### src/rtl/vga_pkg.sv
// -----------------------------------------------------------------------------
// vga_pkg
//   Shared timing definitions for the VGA raster generator.
//   - Position/colour width macros used by the display path (X_POS_W,
//     Y_POS_W, VGA_RGB_W). They are guarded so a project-wide config.svh can
//     predefine them.
//   - Default 640x480@60 timing, split into horizontal and vertical sets.
//   - vga_timing_t: one axis of timing {active, fp, sync, bp}.
//   - timing_total(): full period of one axis.
//   - cnt_width(): counter width for a modulus, never narrower than 1 bit.
// -----------------------------------------------------------------------------
`timescale 1ns/1ps

`ifndef X_POS_W
`define X_POS_W 10
`endif
`ifndef Y_POS_W
`define Y_POS_W 10
`endif
`ifndef VGA_RGB_W
`define VGA_RGB_W 12
`endif

package vga_pkg;

  // 640x480@60 with a 25.175 MHz pixel clock.
  localparam int unsigned VGA_H_ACTIVE_DEF = 640;
  localparam int unsigned VGA_H_FP_DEF     = 16;
  localparam int unsigned VGA_H_SYNC_DEF   = 96;
  localparam int unsigned VGA_H_BP_DEF     = 48;
  localparam int unsigned VGA_V_ACTIVE_DEF = 480;
  localparam int unsigned VGA_V_FP_DEF     = 10;
  localparam int unsigned VGA_V_SYNC_DEF   = 2;
  localparam int unsigned VGA_V_BP_DEF     = 33;

  typedef struct packed {
    int unsigned active;
    int unsigned fp;
    int unsigned sync;
    int unsigned bp;
  } vga_timing_t;

  localparam vga_timing_t VGA_H_DEFAULT = '{
    active: VGA_H_ACTIVE_DEF, fp: VGA_H_FP_DEF,
    sync:   VGA_H_SYNC_DEF,   bp: VGA_H_BP_DEF
  };
  localparam vga_timing_t VGA_V_DEFAULT = '{
    active: VGA_V_ACTIVE_DEF, fp: VGA_V_FP_DEF,
    sync:   VGA_V_SYNC_DEF,   bp: VGA_V_BP_DEF
  };

  function automatic int unsigned timing_total(input vga_timing_t t);
    return t.active + t.fp + t.sync + t.bp;
  endfunction

  // A modulus of 1 still needs a 1-bit register so the port has a legal range.
  function automatic int unsigned cnt_width(input int unsigned n);
    return (n > 1) ? $clog2(n) : 1;
  endfunction

endpackage

### src/rtl/vga_timing_gen_if.sv
// -----------------------------------------------------------------------------
// vga_timing_gen_if
//   Raster bundle from the timing generator to the sprite renderers and game
//   logic.
//   master: the timing generator (drives everything)
//   slave : renderers / game logic (observe everything)
//
//   Signals:
//     pixel_tick_o   one-clk strobe per pixel period
//     pixel_x        active column, 0 outside the active region
//     pixel_y        active row, 0 outside the active region
//     display_on_o   current pixel is visible
//     hsync_o        horizontal sync
//     vsync_o        vertical sync
//     vblank_start_o one-clk pulse at the start of vertical blanking
//
//   Handshake: there is no valid/ready pair and no back-pressure; the raster
//   runs freely. pixel_tick_o is the only qualifier: a consumer that works
//   per pixel samples the other signals in a clk where pixel_tick_o=1. All
//   level signals hold for the whole pixel period; vblank_start_o is a single
//   clk wide and coincides with a pixel_tick_o.
// -----------------------------------------------------------------------------
`timescale 1ns/1ps

interface vga_timing_gen_if;

  logic                  pixel_tick_o;
  logic [`X_POS_W-1:0]   pixel_x;
  logic [`Y_POS_W-1:0]   pixel_y;
  logic                  display_on_o;
  logic                  hsync_o;
  logic                  vsync_o;
  logic                  vblank_start_o;

  modport master (
    output pixel_tick_o,
    output pixel_x,
    output pixel_y,
    output display_on_o,
    output hsync_o,
    output vsync_o,
    output vblank_start_o
  );

  modport slave (
    input pixel_tick_o,
    input pixel_x,
    input pixel_y,
    input display_on_o,
    input hsync_o,
    input vsync_o,
    input vblank_start_o
  );

endinterface

### src/rtl/mod_counter.sv
// -----------------------------------------------------------------------------
// mod_counter
//   Modulo up counter with enable.
//   Parameters:
//     modulus parameter, at least 1; the count runs from 0 to one below it
//   Ports:
//     clk_i   clock
//     rst_i   synchronous active-high reset, clears the count
//     en_i    advance the count this clk
//     cnt_o   current count, cnt_width of the modulus bits
//     wrap_o  en_i in a clk where the count is at its last value (it returns
//             to 0 at the next edge)
// -----------------------------------------------------------------------------
`timescale 1ns/1ps

module mod_counter
  import vga_pkg::*;
#(
  parameter int unsigned MOD = 2
) (
  input  logic                      clk_i,
  input  logic                      rst_i,
  input  logic                      en_i,
  output logic [cnt_width(MOD)-1:0] cnt_o,
  output logic                      wrap_o
);

  localparam int unsigned W = cnt_width(MOD);
  localparam logic [W-1:0] LAST = W'(MOD - 1);

  always_ff @(posedge clk_i) begin
    if (rst_i) begin
      cnt_o <= '0;
    end else if (en_i) begin
      cnt_o <= (cnt_o == LAST) ? '0 : cnt_o + 1'b1;
    end
  end

  // With a modulus of 1 the count is stuck at 0 == LAST, so wrap_o simply
  // follows en_i.
  assign wrap_o = en_i && (cnt_o == LAST);

endmodule

### src/rtl/vga_timing_gen.sv
// -----------------------------------------------------------------------------
// vga_timing_gen
//   VGA raster generator: pixel-rate strobe, horizontal/vertical counters,
//   HSYNC/VSYNC, display enable, pixel coordinates and a vertical-blank pulse.
//
//   Parameters:
//     H_ACTIVE/H_FP/H_SYNC/H_BP  horizontal timing in pixels
//     V_ACTIVE/V_FP/V_SYNC/V_BP  vertical timing in lines
//     SYNC_POL                   active level of HSYNC/VSYNC (0 = active-low)
//     CLK_DIV                    system clocks per pixel (>= 1)
//
//   Ports:
//     clk_i   system clock, the only clock
//     rst_i   synchronous active-high reset; while high all outputs sit at
//             their idle values (tick 0, coords 0, display off, syncs
//             inactive, no vblank pulse)
//     vga     vga_timing_gen_if.master raster bundle
//
//   Build option:
//     VGA_PIPE_EN  when defined, display_on_o/hsync_o/vsync_o pass through a
//                  register enabled by pixel_tick_o, lagging pixel_x/pixel_y
//                  by one pixel period to line up with a registered RGB stage.
//                  When undefined all outputs describe the same pixel.
// -----------------------------------------------------------------------------
`timescale 1ns/1ps

module vga_timing_gen
  import vga_pkg::*;
#(
  parameter int unsigned H_ACTIVE = VGA_H_ACTIVE_DEF,
  parameter int unsigned H_FP     = VGA_H_FP_DEF,
  parameter int unsigned H_SYNC   = VGA_H_SYNC_DEF,
  parameter int unsigned H_BP     = VGA_H_BP_DEF,
  parameter int unsigned V_ACTIVE = VGA_V_ACTIVE_DEF,
  parameter int unsigned V_FP     = VGA_V_FP_DEF,
  parameter int unsigned V_SYNC   = VGA_V_SYNC_DEF,
  parameter int unsigned V_BP     = VGA_V_BP_DEF,
  parameter bit          SYNC_POL = 1'b0,
  parameter int unsigned CLK_DIV  = 2
) (
  input  logic             clk_i,
  input  logic             rst_i,
  vga_timing_gen_if.master vga
);

  // ---------------------------------------------------------------------------
  // Derived geometry
  // ---------------------------------------------------------------------------
  localparam vga_timing_t H_T = '{active: H_ACTIVE, fp: H_FP, sync: H_SYNC, bp: H_BP};
  localparam vga_timing_t V_T = '{active: V_ACTIVE, fp: V_FP, sync: V_SYNC, bp: V_BP};

  localparam int unsigned H_TOTAL = timing_total(H_T);
  localparam int unsigned V_TOTAL = timing_total(V_T);

  localparam int unsigned DW = cnt_width(CLK_DIV);
  localparam int unsigned HW = cnt_width(H_TOTAL);
  localparam int unsigned VW = cnt_width(V_TOTAL);
  localparam int unsigned XW = `X_POS_W;
  localparam int unsigned YW = `Y_POS_W;

  // Decode thresholds at full counter width so every compare is unsigned
  // and same-sized.
  localparam logic [DW-1:0] DIV_LAST = DW'(CLK_DIV - 1);
  localparam logic [HW-1:0] H_ACT_C  = HW'(H_ACTIVE);
  localparam logic [HW-1:0] HS_FIRST = HW'(H_ACTIVE + H_FP);
  localparam logic [HW-1:0] HS_LAST  = HW'(H_ACTIVE + H_FP + H_SYNC - 1);
  localparam logic [VW-1:0] V_ACT_C  = VW'(V_ACTIVE);
  localparam logic [VW-1:0] VS_FIRST = VW'(V_ACTIVE + V_FP);
  localparam logic [VW-1:0] VS_LAST  = VW'(V_ACTIVE + V_FP + V_SYNC - 1);

  localparam logic SYNC_ON  = SYNC_POL;
  localparam logic SYNC_OFF = ~SYNC_POL;

  // ---------------------------------------------------------------------------
  // Counter chain: divider -> h_cnt -> v_cnt
  // ---------------------------------------------------------------------------
  logic [DW-1:0] div_cnt;
  logic          div_wrap;
  logic [HW-1:0] h_cnt;
  logic          h_wrap;
  logic [VW-1:0] v_cnt;
  logic          v_wrap;
  logic          pixel_tick;
  logic          v_en;

  mod_counter #(.MOD(CLK_DIV)) u_div (
    .clk_i  (clk_i),
    .rst_i  (rst_i),
    .en_i   (1'b1),
    .cnt_o  (div_cnt),
    .wrap_o (div_wrap)
  );

  // The divider's terminal count is the pixel strobe. Masking with rst_i
  // keeps it low while reset is held (with CLK_DIV=1 it would otherwise be
  // stuck high).
  assign pixel_tick = div_wrap && !rst_i;

  mod_counter #(.MOD(H_TOTAL)) u_hcnt (
    .clk_i  (clk_i),
    .rst_i  (rst_i),
    .en_i   (pixel_tick),
    .cnt_o  (h_cnt),
    .wrap_o (h_wrap)
  );

  assign v_en = h_wrap && pixel_tick;

  mod_counter #(.MOD(V_TOTAL)) u_vcnt (
    .clk_i  (clk_i),
    .rst_i  (rst_i),
    .en_i   (v_en),
    .cnt_o  (v_cnt),
    .wrap_o (v_wrap)
  );

  // The end-of-frame wrap can only happen on the last pixel of a line, and
  // the strobe is exactly the divider's terminal count.
  a_frame_wrap: assert property (@(posedge clk_i) disable iff (rst_i)
    v_wrap |-> (h_wrap && pixel_tick));
  a_tick_div: assert property (@(posedge clk_i) disable iff (rst_i)
    div_wrap == (div_cnt == DIV_LAST));

  // ---------------------------------------------------------------------------
  // Decodes from the current counter values
  // ---------------------------------------------------------------------------
  logic          disp_c;
  logic          hs_c;
  logic          vs_c;
  logic          vblank_c;
  logic [XW-1:0] x_c;
  logic [YW-1:0] y_c;

  always_comb begin
    disp_c   = (h_cnt < H_ACT_C) && (v_cnt < V_ACT_C);
    hs_c     = ((h_cnt >= HS_FIRST) && (h_cnt <= HS_LAST)) ? SYNC_ON : SYNC_OFF;
    vs_c     = ((v_cnt >= VS_FIRST) && (v_cnt <= VS_LAST)) ? SYNC_ON : SYNC_OFF;
    // First clk of the first blank line; pixel_tick qualifies it down to one
    // clk even when a pixel lasts several clks.
    vblank_c = pixel_tick && (h_cnt == '0) && (v_cnt == V_ACT_C);
    x_c      = disp_c ? XW'(h_cnt) : '0;
    y_c      = disp_c ? YW'(v_cnt) : '0;
  end

  // ---------------------------------------------------------------------------
  // Optional alignment stage for the signals that travel with RGB
  // ---------------------------------------------------------------------------
  logic disp_src;
  logic hs_src;
  logic vs_src;

`ifdef VGA_PIPE_EN
  logic disp_q;
  logic hs_q;
  logic vs_q;

  // Loads on the strobe, so the stage output changes on the same edge as the
  // counters and holds the previous pixel's decode for a full pixel period.
  always_ff @(posedge clk_i) begin
    if (rst_i) begin
      disp_q <= 1'b0;
      hs_q   <= SYNC_OFF;
      vs_q   <= SYNC_OFF;
    end else if (pixel_tick) begin
      disp_q <= disp_c;
      hs_q   <= hs_c;
      vs_q   <= vs_c;
    end
  end

  assign disp_src = disp_q;
  assign hs_src   = hs_q;
  assign vs_src   = vs_q;
`else
  assign disp_src = disp_c;
  assign hs_src   = hs_c;
  assign vs_src   = vs_c;
`endif

  // ---------------------------------------------------------------------------
  // Outputs. rst_i overrides directly so the idle values appear in the same
  // clk reset is raised, not one edge later.
  // ---------------------------------------------------------------------------
  assign vga.pixel_tick_o   = pixel_tick;
  assign vga.pixel_x        = rst_i ? '0 : x_c;
  assign vga.pixel_y        = rst_i ? '0 : y_c;
  assign vga.display_on_o   = !rst_i && disp_src;
  assign vga.hsync_o        = rst_i ? SYNC_OFF : hs_src;
  assign vga.vsync_o        = rst_i ? SYNC_OFF : vs_src;
  assign vga.vblank_start_o = vblank_c;

endmodule
### src/flat_wrapper.sv
// flat-port wrapper written by rule: the top's interface ports become plain ports
module vga_timing_gen_flat import vga_pkg::*;
#(
  parameter int unsigned H_ACTIVE = VGA_H_ACTIVE_DEF,
  parameter int unsigned H_FP     = VGA_H_FP_DEF,
  parameter int unsigned H_SYNC   = VGA_H_SYNC_DEF,
  parameter int unsigned H_BP     = VGA_H_BP_DEF,
  parameter int unsigned V_ACTIVE = VGA_V_ACTIVE_DEF,
  parameter int unsigned V_FP     = VGA_V_FP_DEF,
  parameter int unsigned V_SYNC   = VGA_V_SYNC_DEF,
  parameter int unsigned V_BP     = VGA_V_BP_DEF,
  parameter bit          SYNC_POL = 1'b0,
  parameter int unsigned CLK_DIV  = 2
)
  (clk_i, rst_i, vga_pixel_tick_o, vga_pixel_x, vga_pixel_y, vga_display_on_o, vga_hsync_o, vga_vsync_o, vga_vblank_start_o);
  vga_timing_gen_if vga_i ();
  input  logic clk_i;
  input  logic rst_i;
  output wire logic [$bits(vga_i.pixel_tick_o)-1:0] vga_pixel_tick_o;
  output wire logic [$bits(vga_i.pixel_x)-1:0] vga_pixel_x;
  output wire logic [$bits(vga_i.pixel_y)-1:0] vga_pixel_y;
  output wire logic [$bits(vga_i.display_on_o)-1:0] vga_display_on_o;
  output wire logic [$bits(vga_i.hsync_o)-1:0] vga_hsync_o;
  output wire logic [$bits(vga_i.vsync_o)-1:0] vga_vsync_o;
  output wire logic [$bits(vga_i.vblank_start_o)-1:0] vga_vblank_start_o;
  assign vga_pixel_tick_o = vga_i.pixel_tick_o;
  assign vga_pixel_x = vga_i.pixel_x;
  assign vga_pixel_y = vga_i.pixel_y;
  assign vga_display_on_o = vga_i.display_on_o;
  assign vga_hsync_o = vga_i.hsync_o;
  assign vga_vsync_o = vga_i.vsync_o;
  assign vga_vblank_start_o = vga_i.vblank_start_o;
  vga_timing_gen #(.H_ACTIVE(H_ACTIVE), .H_FP(H_FP), .H_SYNC(H_SYNC), .H_BP(H_BP), .V_ACTIVE(V_ACTIVE), .V_FP(V_FP), .V_SYNC(V_SYNC), .V_BP(V_BP), .SYNC_POL(SYNC_POL), .CLK_DIV(CLK_DIV)) u_core (.clk_i(clk_i), .rst_i(rst_i), .vga(vga_i));
endmodule
### config.mk
export PLATFORM = sky130hd
export DESIGN_NAME = vga_timing_gen_flat
export DESIGN_NICKNAME = d
export VERILOG_FILES = /design/src/rtl/vga_pkg.sv /design/src/rtl/vga_timing_gen_if.sv /design/src/rtl/mod_counter.sv /design/src/rtl/vga_timing_gen.sv /design/src/flat_wrapper.sv
export SDC_FILE = /design/constraint.sdc
export NUM_CORES = 1
export LEC_CHECK = 0
export BUFFER_PORTS_ARGS = -buffer_cell sky130_fd_sc_hd__buf_2
export CORE_MARGIN = 2
export CORE_UTILIZATION = 33
export CTS_BUF_LIST = sky130_fd_sc_hd__clkbuf_2
export DETAILED_ROUTE_END_ITERATION = 7
export SETUP_SLACK_MARGIN = 0.4
export SLEW_MARGIN = 40
export SYNTH_ARGS = -nofsm -noshare
export SYNTH_HDL_FRONTEND = slang
export SYNTH_SLANG_ARGS = --single-unit
### constraint.sdc
create_clock -name clk_i -period 5.57 [get_ports clk_i]
set_input_delay 0.2785 -clock clk_i [delete_from_list [all_inputs] [get_ports clk_i]]
set_output_delay 0.2785 -clock clk_i [all_outputs]
set_load 0.02 [all_outputs]
==> impl_results.md <==
- Status: complete, no violations
- Crit path DAT: 2.63 ns
- Max-capacitance violation count: 0
- Maximum VDD drop: slightly below 60 uV
- Global-route congestion overflow total: 0
- Final net count: 188
- Critical Path Sink Type: register
- EDFF count, synth: 0
- Final clock period utilization by the worst path: 43.13%
- Setup total negative slack: 0 ns
- Simple-gate area share of the yosys netlist: 37.92%
- Worst min-delay path endpoint: u_core.u_vcnt.cnt_o[4]$_SDFFE_PP0P_
- Multiplexer fraction of the synthesized cell area: 0%
- Cts-stage hold buffer count: 0
- CTS tree: built
- Last weighted congestion value of the routability-driven placer: 0.8028
- Largest family of logic cells by synthesized area: simple AND/OR/NAND/NOR gates
- Number of antenna violations at the first check in global routing: 0
- Initial core utilization: 34.53%
- Final routed wirelength across all metal layers: 3033 microns
- Class of the tightest hold or removal check: primary input to register
- Final number of setup-violating endpoints: 0
- Worst-case headroom to the max-slew limit: 57.18%
- Largest net degree at the start of global routing: 16
- Port Buffer Count: 25
- Synth Register Bits: 21
- Residual DRC count: 0
- Post-Synthesis Cells: about 160
- HPWL reported at the end of detailed placement: 2175 microns
- Via count normalized by instance count: 5.184
- Post-CTS resize count: 0
- Htree depth: 1
- Die area: 4373 sq um
- Post-route worst setup slack: ~3.2 ns
- Worst reg-to-reg path cell count: 5
- Parity-gate share of the synthesized area counting xor and xnor cells: roughly 6.2%
- Die Span Y: 66.13 microns
- RSZ-0062 raised after global routing: false
- Highest achievable clock rate: 416.3 MHz
- Final non-filler cell area: roughly 1400 sq um
- Sequential share of the synthesized area: 33.01%
- Placed cell area: 1411 sq um
- Synthesized-area fraction occupied by ao, oa, aoi and oai cells: between 10% and 20%
- CTS Buffer Depth: 2
- Main flop type after synthesis: dfxtp_1
- Crit Path Category: register to register
- CP Launch Type: register
- Wire length of the first global-routing pass: 4988 microns
- Fillers: 414
- Clock-pin slew on the worst setup and hold paths: 0.21 ns
- CP required: approximately 5.8 ns
- Number of hold-slack violations in the final timing report: 0
- Starting DRC count in detailed routing: 53
- Reg-to-reg critical path startpoint: u_core.u_hcnt.cnt_o[1]$_SDFFE_PP0P_
- Worst hold start: rst_i
- Site Rows: 22
- Vias in the first global route: 1056
- Maximum fanout along the worst path: 15
- Area taken by flip-flops and latches: 420.4 sq um
- Syn Nets: 168
- Actual slew at the worst max-slew pin: 0.6384 ns
- Ant. Diodes: 0
- Cell area after synthesis: about 1300 sq um
- Post-place setup slack: approximately 3.1 ns
- Worst clock skew: 0.01106 ns
- Power per unit of standard cell area: 166.0 nW/um^2
- Total area of multi-input combinational cells: 768.2 sq um
- Proportion of layout cells with a drive suffix above 1: between 10% and 20%
- CTS sink count: 21
- TritonCTS buffer count: 3
- R2r endpoint: u_core.u_vcnt.cnt_o[0]$_SDFFE_PP0P_
- Max Transition Viols Final: 0
- Post-CTS Setup Bufs: 0
- Avg Cell Area, Syn: 7.911 sq um
- Tot GR Track Use: 14.48%
- Later-pin clock latency in the skew report: 0.33 ns
- Relative area change from synthesis to final layout: 12.38%
- Library cells used by synthesis: 34
- Average routed wire per standard cell: 13.30 microns
- Area of the placeable core: 3689 sq um
- Library cell used as clock root buffer: clkbuf_2
- FFs w/ async S/R, synth: 0%
- Leakage power: 0.5466 nW
- Final ANT Viol Nets: 0
- Launching element of the worst setup path: u_core.u_hcnt.cnt_o[1]$_SDFFE_PP0P_
- Total chip power: 0.2377 mW
- Worst hold margin: 0.2721 ns
- Horiz. Die Dim: 66.13 microns
- Top Ports: 27
- Number of optimization iterations in the first detailed-route pass: 4
- Number of vias in the routed layout: 1182
- Worst R2R Setup Slack: ~3.2 ns
- Synthesized-area fraction occupied by adder cells: 4.912%
- Number of cells on the worst hold path: 2
- Warnings, synthesis: 0
- Min cycle time layout: 2.402 ns
sequential cells by signal (all words and copies together), names as in the netlist:
signal               flops
u_core.u_hcnt.cnt_o     10
u_core.u_vcnt.cnt_o     10
u_core.u_div.cnt_o       1
through the flow:
step / utilization (%) / std cells
CTS: 38.81 / 228
finish: 38.81 / 228
global route: 38.81 / 228
detailed placement: 38.26 / 224
floorplan: - / 161
global placement: 38.26 / 224
worst max path at each step:
stage,to,cells past startpoint
after global routing,u_core.u_vcnt.cnt_o[6]$_SDFFE_PP0P_,5
after CTS,u_core.u_vcnt.cnt_o[0]$_SDFFE_PP0P_,5
after floorplan,u_core.u_vcnt.cnt_o[5]$_SDFFE_PP0P_,6
final,u_core.u_vcnt.cnt_o[0]$_SDFFE_PP0P_,5
after global placement,u_core.u_vcnt.cnt_o[0]$_SDFFE_PP0P_,5
after detailed placement,u_core.u_vcnt.cnt_o[0]$_SDFFE_PP0P_,5
worst max-delay path, cell delays in order (launching register included):
cell and delay [ns]:
dfxtp_1 0.44, ha_1 0.24, nand4_1 0.16, or4_1 0.74, o31ai_2 0.64, nor2_1 0.10
cells in the mapped netlist, types with 2 or more instances:
cell | instances | area share [%]
xor2_1 | 4 | 2.8
nand2_1 | 9 | 2.7
nor4b_1 | 2 | 1.4
nor4_1 | 10 | 4.9
and2_1 | 14 | 6.9
nand4_1 | 7 | 3.4
nor2_1 | 11 | 3.2
or3_1 | 7 | 3.4
o21ai_0 | 9 | 3.5
o31ai_1 | 2 | 1.2
nor3_1 | 4 | 1.6
xnor2_1 | 5 | 3.4
or4_1 | 4 | 2.4
a21oi_1 | 8 | 3.1
dfxtp_1 | 21 | 33
ha_1 | 5 | 4.9
clkbuf_1 | 7 | 2.1
nand3_1 | 6 | 2.4
inv_1 | 8 | 2.4
and4_1 | 4 | 2.8
where the power goes:
| group | total [mW] | switching [mW] | internal (mW) |
|---|---|---|---|
| Sequential | 0.154 | 0.00195 | 0.152 |
| Combinational | 0.0169 | 0.0115 | 0.00531 |
| Clock | 0.0666 | 0.0476 | 0.0190 |
final cells by class:
class | instances | area share, %
timing repair buffer | 26 | 9.266
sequential | 21 | 29.37
multi-input combinational | 121 | 53.67
inverter | 8 | 2.098
clock buffer | 4 | 1.399
tap | 48 | 4.196
cell families after synthesis:
kind of cell	Yosys count
AND/OR/NAND/NOR	83
AO/OA/AOI/OAI	23
flip-flops	21
buffers and inverters	19
XOR/XNOR	9
adder cells (fa/ha/maj)	5
other	1
layer usage:
metal,up-vias,GRT usage (%),share of wire (%)
met3,4,1.193,2.7
met1,547,21.56,51
met5,-,0,0
met4,0,4.592,1.2
met2,20,21.88,45
li1,611,-,-
layout by cell type, fill, tap and decap left out, drive strengths merged, types with 5 or more instances in the layout:
| cell type | n |
|---|---|
| ha | 5 |
| buf | 26 |
| nand4 | 7 |
| inv | 8 |
| nand2 | 9 |
| and2 | 14 |
| o21ai | 9 |
| nor4 | 10 |
| xnor2 | 5 |
| a21oi | 8 |
| nand3 | 6 |
| nor2 | 11 |
| dfxtp | 21 |
| or3 | 7 |
Power figures use the tool's default switching activity.
